===== config.mk =====
export PLATFORM = sky130hd
export DESIGN_NAME = match_ctrl
export DESIGN_NICKNAME = d
export VERILOG_FILES = /design/src/rtl/match_ctrl.sv
export SDC_FILE = /design/constraint.sdc
export NUM_CORES = 1
export LEC_CHECK = 0
export BUFFER_PORTS_ARGS = -buffer_cell sky130_fd_sc_hd__buf_4
export CAP_MARGIN = 0
export CELL_PAD_IN_SITES_DETAIL_PLACEMENT = 0
export CELL_PAD_IN_SITES_GLOBAL_PLACEMENT = 1
export CORE_AREA = 3 3 84 86
export CTS_CLUSTER_DIAMETER = 200
export DETAILED_ROUTE_END_ITERATION = 6
export DIE_AREA = 0 0 87 89
export GPL_ROUTABILITY_DRIVEN = 0
export PLACE_DENSITY_LB_ADDON = 0.12
export SLEW_MARGIN = 20
export SYNTH_ARGS = -nofsm -noshare
export SYNTH_HDL_FRONTEND = slang
export SYNTH_SLANG_ARGS = --single-unit

===== constraint.sdc =====
create_clock -name clk -period 2.2 [get_ports clk]
set_clock_uncertainty 0.05 [all_clocks]
set_input_delay 0.44 -clock clk [delete_from_list [all_inputs] [get_ports clk]]
set_output_delay 0.44 -clock clk [all_outputs]
set_load 0.01 [all_outputs]

===== src/rtl/match_ctrl.sv =====
// match_ctrl: match sequencer for two-player pong.
// Runs serve countdown, point scoring, win detection and the game-over hold,
// and keeps both BCD scores for the text overlay.
module match_ctrl #(
  parameter int WIN_SCORE    = 11,
  parameter int SERVE_CYCLES = 50_000_000,
  parameter int OVER_CYCLES  = 150_000_000
) (
  input  logic       clk,
  input  logic       reset,
  input  logic       start,
  input  logic       miss_left,
  input  logic       miss_right,
  output logic       graph_still,
  output logic       ball_reset,
  output logic       serve_dir,
  output logic [7:0] left_score,
  output logic [7:0] right_score,
  output logic       game_over,
  output logic       winner,
  output logic [2:0] phase
);

  localparam int MAX_CYC = (SERVE_CYCLES > OVER_CYCLES) ? SERVE_CYCLES : OVER_CYCLES;
  localparam int CW_RAW  = $clog2(MAX_CYC);
  localparam int CW      = (CW_RAW < 28) ? 28 : CW_RAW;

  localparam logic [CW-1:0] SERVE_LAST = CW'(SERVE_CYCLES - 1);
  localparam logic [CW-1:0] OVER_LAST  = CW'(OVER_CYCLES - 1);
  localparam logic [7:0]    WIN_BCD    = 8'((WIN_SCORE / 10) * 16 + (WIN_SCORE % 10));

  typedef enum logic [2:0] {
    IDLE  = 3'd0,
    SERVE = 3'd1,
    PLAY  = 3'd2,
    POINT = 3'd3,
    OVER  = 3'd4
  } state_t;

  state_t        state, state_next;
  logic [1:0]    rst_sync;
  logic          rst_n;
  logic          start_q;
  logic          start_rise;
  logic [CW-1:0] cnt;
  logic [7:0]    scored;

  // BCD +1 with saturation at 99
  function automatic logic [7:0] bcd_inc(input logic [7:0] v);
    logic [7:0] r;
    if (v == 8'h99)
      r = v;
    else if (v[3:0] == 4'd9)
      r = {v[7:4] + 4'd1, 4'd0};
    else
      r = {v[7:4], v[3:0] + 4'd1};
    return r;
  endfunction

  // Reset asserts immediately, releases two clocks after the pin goes high
  always_ff @(posedge clk or negedge reset) begin
    if (!reset) rst_sync <= 2'b00;
    else        rst_sync <= {rst_sync[0], 1'b1};
  end

  assign rst_n      = rst_sync[1];
  assign start_rise = start & ~start_q;

  // Score of whichever side just scored; serve goes toward the conceding side
  assign scored = serve_dir ? left_score : right_score;

  // State register
  always_ff @(posedge clk or negedge rst_n) begin
    if (!rst_n) state <= IDLE;
    else        state <= state_next;
  end

  // Next-state decode
  always_comb begin
    state_next = state;
    case (state)
      IDLE:    if (start_rise) state_next = SERVE;
      SERVE:   if (cnt == SERVE_LAST) state_next = PLAY;
      PLAY:    if (miss_left || miss_right) state_next = POINT;
      POINT:   state_next = (scored == WIN_BCD) ? OVER : SERVE;
      OVER:    if (cnt == OVER_LAST) state_next = IDLE;
      default: state_next = IDLE;
    endcase
  end

  // Datapath: counter, serve pulse, scores, direction, winner, start edge
  always_ff @(posedge clk or negedge rst_n) begin
    if (!rst_n) begin
      start_q     <= 1'b0;
      cnt         <= '0;
      ball_reset  <= 1'b0;
      serve_dir   <= 1'b0;
      left_score  <= 8'h00;
      right_score <= 8'h00;
      winner      <= 1'b0;
    end else begin
      start_q    <= start;
      ball_reset <= (state_next == SERVE) && (state != SERVE);

      // Counter runs only while dwelling in a timed state, zero on entry
      if ((state_next != state) || !((state == SERVE) || (state == OVER)))
        cnt <= '0;
      else
        cnt <= cnt + 1'b1;

      if (state == IDLE && start_rise) begin
        left_score  <= 8'h00;
        right_score <= 8'h00;
        serve_dir   <= 1'b0;
        winner      <= 1'b0;
      end

      // miss_left has priority when both arrive together
      if (state == PLAY) begin
        if (miss_left) begin
          right_score <= bcd_inc(right_score);
          serve_dir   <= 1'b0;
        end else if (miss_right) begin
          left_score  <= bcd_inc(left_score);
          serve_dir   <= 1'b1;
        end
      end

      if (state == POINT && state_next == OVER)
        winner <= ~serve_dir;
    end
  end

  assign graph_still = (state != PLAY);
  assign game_over   = (state == OVER);
  assign phase       = state;

endmodule

==> impl_metrics.json, run 1 <==
{
  "status": "complete, no violations",
  "yosys_warnings": 0,
  "overflow": 0,
  "die_h_um": 89,
  "layout_commonest_cell": "dfrtp_1",
  "startpoint_type": "flip-flop",
  "period_needed_ns": 2.046,
  "fmax_mhz": 488.8,
  "synthFlopType": "dfrtp_1",
  "layout.nets": 341,
  "synth_cell_types": 49,
  "fin_setup_tns_ns": 0,
  "seq_area_frac_synth_pct": 47.22,
  "firstDrtPassIters": 4,
  "ir_worst_vdd_mv": 0.3842,
  "drive_gt1_share_pct": 15.36,
  "vias": 2220,
  "drc": 0,
  "dp_hpwl_um": 4057,
  "finalSetupViolations": 0,
  "path_buf_inv": 0,
  "fp.dieW_um": 87,
  "pwr-share-clk_pct": 30.9,
  "post-place-ws_ns": 0.09623,
  "coreArea_um2": 6350,
  "insertion_delay_ns": 0.30,
  "post_cts_buffers": 0,
  "r2r_slack_ns": 0.15,
  "intPower_mw": 1.375,
  "relSlewSlack_pct": 56.68,
  "p_switching_mw": 0.4862,
  "p_per_area_nw_per_um2": 569.8,
  "antenna_found_initial": 0,
  "n_antenna_cell": 0,
  "swShare_pct": 26.12,
  "setup_ws_ns": 0.1543,
  "power_frac_seq_pct": 58.8,
  "grt_first_pass_wirelength_um": 10170,
  "final_antenna_net_count": 0,
  "cp_slowest_stage_delay_ns": 0.51,
  "synth_fp_nets": 305,
  "clkSinkCount": 53,
  "first_global_vias": 2182,
  "io_buffers": 28,
  "critPathMaxFanout": 9,
  "cts_max_level": 2,
  "layout_common_cells": "dfrtp_1 (52), nor2_1 (41), buf_4 (34)",
  "cp_top_family": "compound AO/OA/AOI/OAI gates",
  "syn2layout_area_growth_pct": 16.30,
  "p_leak_nw": 1.468,
  "ios": 29,
  "hold_viol": 0,
  "critPathArrivalTime_ns": 2.20,
  "grt_setup_unrepaired": "false",
  "worstPathCellList": "nor4bb_2 -> a21oi_1 -> a21o_1 -> o21bai_1 -> a221o_1",
  "grt_usage_pct": 16.36,
  "period_share_pct": 92.98,
  "rows": 29,
  "cts_buffers": 5,
  "first_iter_violations": 79,
  "die_area_um2": 7743,
  "cts_tree": "done",
  "tightest_slew_ns": 0.6498,
  "hp-class": "in2reg",
  "clk_pin_slew_ns": 0.10,
  "cp.required_ns": 2.35,
  "endpoint_kind": "flip-flop",
  "syn_area_um2": 2809,
  "async_flop_share_pct": 100.0,
  "drv_slew": 0,
  "start_util_pct": 44.24,
  "grt_max_degree": 52,
  "synth-edff-count": 0,
  "root_buffer": "clkbuf_8",
  "drv_cap": 0,
  "postSynthAreaPerCell_um2": 9.522,
  "route.detailed.wl_per_inst_um": 14.09,
  "critical_path_class": "reg2reg",
  "nFillCells": 613,
  "synth_cells": 295,
  "cts_buffer_depth": 2,
  "critPathSlowestCell": "dfrtp_1",
  "power_frac_comb_pct": 10.3,
  "via_per_inst": 5.428,
  "ys_ff_latch": 53,
  "detail_route.wirelength_um": 5761
}
==> cell families (layout without fill, tap and decap cells) <==
logic type	Yosys count	count (layout)	synth area share (%)
AND/OR/NAND/NOR	145	145	27.53
adder cells (fa/ha/maj)	5	5	2.227
AO/OA/AOI/OAI	46	46	11.36
flip-flops	53	53	47.22
XOR/XNOR	29	29	9.042
buffers and inverters	16	53	2.494
other	1	1	0.1335
==> path summary, 6_finish.rpt <==
kind                                       startpoint                    endpoint  cells after the start
min in group asynchronous       rst_sync[1]$_DFF_PN0_  right_score[5]$_DFFE_PN0P_                      1
max in group asynchronous       rst_sync[1]$_DFF_PN0_            cnt[4]$_DFF_PN0_                      1
worst max register to register     phase[2]$_DFF_PN0_  right_score[6]$_DFFE_PN0P_                      5
worst max-delay path               phase[2]$_DFF_PN0_  right_score[6]$_DFFE_PN0P_                      5
worst min-delay path                            start           start_q$_DFF_PN0_                      1
worst min register to register  rst_sync[0]$_DFF_PN0_       rst_sync[1]$_DFF_PN0_                      0
==> layout make-up <==
cell class	instances	area, um2	area share [%]
multi-input combinational	226	1428	43.70
timing repair buffer	36	285.3	8.732
sequential	53	1328	40.64
tap	77	96.34	2.949
inverter	9	33.78	1.034
clock buffer	6	82.58	2.528
clock inverter	2	13.76	0.4213
==> layer usage <==
layer	global-route usage (%)	wire, um	vias to the layer above
met5	0	0	-
met1	22.14	2813	1070
met3	3.318	213	2
li1	-	-	1118
met4	4.533	22	0
met2	26.78	2711	30
==> registers in the layout (all words and copies together), names as in the netlist <==
name         count
right_score      8
ball_reset       1
left_score       8
phase            3
cnt             28
winner           1
rst_sync         2
serve_dir        1
start_q          1
==> metrics by stage <==
step	hold slack [ns]	instances	utilization [%]	instance area (um2)	power (mW)
2_1_floorplan	0.09441	295	-	2809	1.227
3_3_place_gp	0.1723	400	49.54	3146	1.301
3_5_place_dp	0.1734	400	49.54	3146	1.308
4_1_cts	0.1747	409	51.21	3252	1.893
5_1_grt	0.1675	409	51.45	3267	1.976
6_report	0.1914	409	51.45	3267	1.862
==> power groups by stage <==
| stage | combinational, mW | sequential [mW] | clock (mW) |
|---|---|---|---|
| 3_5_place_dp | 0.193 | 1.11 | 0 |
| 2_1_floorplan | 0.112 | 1.12 | 0 |
| 4_1_cts | 0.195 | 1.09 | 0.603 |
| 6_report | 0.191 | 1.10 | 0.575 |
| 5_1_grt | 0.226 | 1.11 | 0.644 |
| 3_3_place_gp | 0.189 | 1.11 | 0 |
==> timing repair <==
| action | 4_1_cts | 5_1_grt |
|---|---|---|
| resized for setup | 0 | 2 |
| hold endpoints to repair | 2 | 0 |
| setup endpoints to repair | 0 | 1 |
| hold buffers | 1 | 0 |
==> Yosys cell counts (all sizes together) (2+ instances only) <==
library cell	instances	area share [%]
or3	2	0.45
a31oi	3	0.67
clkbuf	2	0.31
nor2	41	5.5
nor4	10	2.2
o21bai	2	0.67
inv	9	1.2
nor4bb	3	1.1
nor3b	2	0.53
a21oi	5	0.89
nor2b	6	1.3
and3	3	0.67
o21ai	14	2.5
o31ai	4	1.1
buf	5	0.98
nand3	16	2.9
xnor2	19	5.9
nand2	28	3.7
nor4b	2	0.85
nand4	6	1.3
a21o	6	1.6
o2bb2ai	2	0.62
xor2	10	3.1
nor3	8	1.4
ha	5	2.2
and4	7	2.2
or3b	2	0.71
nand2b	5	1.1
dfrtp	53	47
o41ai	2	0.89
Power figures use the tool's default switching activity.
==> run 2, diff against run 1 <==
--- a/config.mk
+++ b/config.mk
@@ -11,6 +11,6 @@
 export CELL_PAD_IN_SITES_GLOBAL_PLACEMENT = 1
-export CORE_AREA = 3 3 84 86
+export CORE_AREA = 2 2 83 85
 export CTS_CLUSTER_DIAMETER = 200
 export DETAILED_ROUTE_END_ITERATION = 6
-export DIE_AREA = 0 0 87 89
+export DIE_AREA = 0 0 85 87
 export GPL_ROUTABILITY_DRIVEN = 0
==> constraint.sdc (replaced) <==
create_clock -name clk -period 2.2 [get_ports clk]
set_clock_uncertainty 0.05 [all_clocks]
set_input_delay 0.22 -clock clk [delete_from_list [all_inputs] [get_ports clk]]
set_output_delay 0.22 -clock clk [all_outputs]
set_load 0.01 [all_outputs]
==> impl_metrics.json, run 2 (synthesis gave the netlist of run 1 again) <==
{
  "tightest_slew_ns": 0.5472,
  "cp_slowest_stage_delay_ns": 0.55,
  "coreArea_um2": 6569,
  "critPathSlowestCell": "or4b_4",
  "grt_setup_unrepaired": "false",
  "cp.required_ns": 2.34,
  "p_switching_mw": 0.4963,
  "layout_commonest_cell": "dfrtp_1",
  "overflow": 0,
  "antenna_found_initial": 0,
  "critPathArrivalTime_ns": 2.19,
  "power_frac_seq_pct": 53.2,
  "multi_input_area_um2": 1428,
  "endpoint_kind": "flip-flop",
  "root_buffer": "clkbuf_8",
  "final_cells": 416,
  "finalSetupViolations": 0,
  "ir_worst_vdd_mv": 0.3322,
  "fp.dieW_um": 85,
  "first_iter_violations": 97,
  "critPathMaxFanout": 11,
  "grt_usage_pct": 16.54,
  "p_leak_nw": 1.503,
  "vias": 2250,
  "largest_register_ffs": 28,
  "fmax_mhz": 487.9,
  "insertion_delay_ns": 0.31,
  "via_per_inst": 5.409,
  "startpoint_type": "flip-flop",
  "cts_buffers": 5,
  "drv_cap": 0,
  "grt_first_pass_wirelength_um": 9804,
  "die_h_um": 87,
  "layout.area.seq_um2": 1328,
  "grt_max_degree": 29,
  "hp-class": "in2async",
  "relSlewSlack_pct": 63.52,
  "critical_path_class": "reg2reg",
  "rows": 30,
  "drc": 0,
  "layout.nets": 345,
  "intPower_mw": 1.573,
  "nFillCells": 633,
  "syn2layout_area_growth_pct": 18.93,
  "ios": 29,
  "drive_gt1_share_pct": 16.07,
  "cts_tree": "done",
  "clk_pin_slew_ns": 0.10,
  "final_antenna_net_count": 0,
  "drv_slew": 0,
  "worstPathCellList": "or3b_4 -> or4b_4 -> a22o_1 -> nand2_1 -> o31ai_1",
  "p_per_area_nw_per_um2": 619.5,
  "dp_hpwl_um": 4191,
  "first_global_vias": 2037,
  "power_frac_comb_pct": 8.8,
  "die_area_um2": 7395,
  "swShare_pct": 23.98,
  "hold_viol": 0,
  "cts_buffer_depth": 2,
  "detail_route.wirelength_um": 5906,
  "status": "complete, no violations",
  "layout_common_cells": "dfrtp_1 (52), nor2_1 (41), buf_4 (37)",
  "start_util_pct": 42.76,
  "place.detailed.instances": 406,
  "period_needed_ns": 2.050,
  "clkSinkCount": 53,
  "pwr-share-clk_pct": 38.0,
  "io_buffers": 28,
  "top_register": "cnt",
  "n_antenna_cell": 0,
  "cts_max_level": 2,
  "route.detailed.wl_per_inst_um": 14.20,
  "firstDrtPassIters": 4,
  "biggestRegsByFlops": "cnt (28), left_score (8), right_score (8)",
  "period_share_pct": 93.16,
  "fin_setup_tns_ns": 0
}
run 2: per-layer routing:
layer  GRT usage, %  wire length (um)  vias up
met5              0                 0        -
met4          4.185                31        0
met3          3.507               221        2
met2          26.42              2771       38
met1          23.05              2881     1088
li1               -                 -     1122
run 2: power by group through the flow:
stage	sequential [mW]	combinational, mW	clock [mW]
finish	1.10	0.182	0.786
global route	1.12	0.212	0.857
CTS	1.10	0.184	0.805
detailed placement	1.12	0.181	0
global placement	1.12	0.179	0
floorplan	1.12	0.112	0
run 2: stage by stage:
stage | worst slack [ns] | power [mW] | hold slack, ns | area, um2 | utilization (%)
floorplan | 0.1943 | 1.227 | -0.1256 | 2809 | -
global placement | 0.07279 | 1.300 | -0.04775 | 3172 | 48.29
detailed placement | 0.1028 | 1.304 | -0.04600 | 3172 | 48.29
CTS | 0.08954 | 2.093 | 0.1627 | 3326 | 50.63
global route | 0.03790 | 2.187 | 0.1836 | 3341 | 50.86
finish | 0.1504 | 2.069 | 0.1728 | 3341 | 50.86
run 2: worst max-delay path: cells and delay by family (launching register included):
family	cells	cell delay, ns
simple gates	3	1.08
flops	1	0.53
compound gates	2	0.27
run 2: what timing repair did:
item	4_1_cts	5_1_grt
hold buffers	2	0
gates resized for setup	0	2
endpoints found under the setup margin	0	1
hold endpoints to repair	3	0
buffers inserted	0	0
run 2: layout make-up:
class,instances,area share (%)
Clock buffer,5,2.060
Sequential cell,53,39.74
Clock inverter,3,1.948
Timing Repair Buffer,40,9.513
Tap cell,80,2.996
Multi-Input combinational cell,226,42.73
Inverter,9,1.011
run 2: path summary, 6_finish.rpt:
path | from | endpoint | slack [ns] | depth (start not counted)
max | phase[0]$_DFF_PN0_ | left_score[4]$_DFFE_PN0P_ | 0.15 | 5
min | reset | rst_sync[1]$_DFF_PN0_ | 0.17 | 2
max reg2reg | phase[0]$_DFF_PN0_ | left_score[4]$_DFFE_PN0P_ | 0.15 | 5
min reg2reg | rst_sync[1]$_DFF_PN0_ | right_score[5]$_DFFE_PN0P_ | 0.19 | 0
max in group asynchronous | rst_sync[1]$_DFF_PN0_ | cnt[25]$_DFF_PN0_ | 1.28 | 1
min in group clk | miss_left | left_score[4]$_DFFE_PN0P_ | 0.21 | 3
==> run 3, diff against run 2 <==
Settings changed: CORE_AREA 2 2 83 85 to 2 2 93 95, DIE_AREA 0 0 85 87 to 0 0 95 97.
Clock period 2.2 ns to 1.8 ns, I/O delays scaled along.
==> impl_metrics.json, run 3 (synthesis gave the netlist of run 1 again) <==
{
  "endpoint": "left_score[5]$_DFFE_PN0P_",
  "layout.nets": 402,
  "coreArea_um2": 8134,
  "r2r_slack_ns": -0.07,
  "critPathSlowestCell": "or4b_4",
  "clk_pin_slew_ns": 0.09,
  "fp.dieW_um": 95,
  "final_antenna_net_count": 0,
  "syn2layout_area_growth_pct": 50.07,
  "detail_route.wirelength_um": 7116,
  "first_global_vias": 2363,
  "grt_setup_unrepaired": "true",
  "startpoint_type": "flip-flop",
  "largest_register_ffs": 28,
  "cp_slowest_stage_delay_ns": 0.53,
  "antenna_found_initial": 0,
  "endpoint_kind": "flip-flop",
  "hold_viol": 0,
  "finalSetupViolations": 27,
  "rows": 33,
  "drive_gt1_share_pct": 43.26,
  "n_antenna_cell": 0,
  "r2r-start": "phase[0]$_DFF_PN0_",
  "cts_tree": "done",
  "grt_usage_pct": 15.08,
  "route.detailed.wl_per_inst_um": 14.29,
  "worstPathCellList": "or3b_4 -> or4b_4 -> a22o_1 -> nand2_1 -> o31ai_2",
  "vias": 2490,
  "start_util_pct": 34.53,
  "status": "complete, but fails checks",
  "root_buffer": "clkbuf_8",
  "ios": 29,
  "io_buffers": 28,
  "drv_slew": 0,
  "die_h_um": 97,
  "grt_first_pass_wirelength_um": 11290,
  "r2r_cells": 5,
  "first_iter_violations": 52,
  "worstSetupPathDepth": 5,
  "critPathArrivalTime_ns": 2.02,
  "via_per_inst": 5.000,
  "hold_ws_ns": 0.1412,
  "layout_commonest_cell": "buf_4",
  "p_leak_nw": 1.848,
  "grt_max_degree": 52,
  "cts_max_level": 2,
  "fin_setup_tns_ns": -0.5340,
  "clkSinkCount": 53,
  "setup_ws_ns": -0.07024,
  "layout_common_cells": "buf_4 (83), dfrtp_1 (51), nand2_1 (28)",
  "period_needed_ns": 1.870,
  "cts_buffer_depth": 2,
  "path_buf_inv": 0,
  "ir_worst_vdd_mv": 0.3715,
  "overflow": 0,
  "crit_start": "phase[0]$_DFF_PN0_",
  "critPathMaxFanout": 4,
  "drc": 0,
  "failed_checks": "setup timing",
  "insertion_delay_ns": 0.30,
  "top_register": "cnt",
  "biggestRegsByFlops": "cnt (28), left_score (8), right_score (8)",
  "cp.required_ns": 1.95,
  "r2r_end": "left_score[5]$_DFFE_PN0P_",
  "die_area_um2": 9215,
  "drv_cap": 0,
  "firstDrtPassIters": 4,
  "hp-class": "in2async",
  "critical_path_class": "reg2reg",
  "cts_buffers": 5,
  "cp_top_family": "simple AND/OR/NAND/NOR gates",
  "fmax_mhz": 534.7,
  "dp_hpwl_um": 4742,
  "period_share_pct": 103.9,
  "p_per_area_nw_per_um2": 592.4
}
## run 3: cell count changes in the layout (fill, tap and decap cells not counted), moves of 5 or more
cell | before | now
nor3_1 | 8 | 3
nor2_2 | 0 | 12
nor2_1 | 41 | 14
buf_6 | 0 | 7
nor4_2 | 0 | 5
nor4_1 | 10 | 4
nor2_4 | 0 | 15
buf_4 | 37 | 83
## run 3: repair_timing
item                                    in CTS  in global routing
hold buffers                                 2                  0
pin swaps                                    3                 23
resized for setup                            6                 87
buffers inserted                             4                  7
endpoints found under the setup margin      38                 44
hold endpoints to repair                     3                  0
cloned                                       0                  3
## run 3: cell type report
class,instances,area [um2]
tap,105,131.4
multi-input combinational,226,1804
inverter,9,33.78
fill,758,3919
sequential,53,1329
clock buffer,8,90.09
timing repair buffer,97,827.0
## run 3: layer usage
layer / GRT usage (%) / wire [um]
met1: 20.74 / 3296
met2: 24.77 / 3590
met3: 2.570 / 181
met4: 3.344 / 47
met5: 0 / 0
## run 3: where the power goes
group | switching (mW) | internal [mW] | total (mW)
combinational | 0.229 | 0.257 | 0.486
clock | 0.381 | 0.315 | 0.696
sequential | 0.0564 | 1.26 | 1.31
## run 3: how the worst min path moves through the flow
stage | endpoint | cells past startpoint | start
finish | rst_sync[1]$_DFF_PN0_ | 2 | reset
global route | rst_sync[1]$_DFF_PN0_ | 2 | reset
global placement | rst_sync[0]$_DFF_PN0_ | 1 | reset
CTS | rst_sync[1]$_DFF_PN0_ | 2 | reset
detailed placement | rst_sync[0]$_DFF_PN0_ | 1 | reset
floorplan | rst_sync[0]$_DFF_PN0_ | 0 | reset
## run 3: per-stage QoR
step	setup slack, ns	cell area, um2	util, %	total power [mW]	cells
after floorplan	-0.1854	2853	-	1.512	295
after global placement	-0.03030	3551	43.65	1.666	474
after detailed placement	-0.06356	3551	43.65	1.666	474
after CTS	-0.05394	3729	45.84	2.387	488
after global routing	-0.1309	4215	51.82	2.633	498
final	-0.07024	4215	51.82	2.497	498
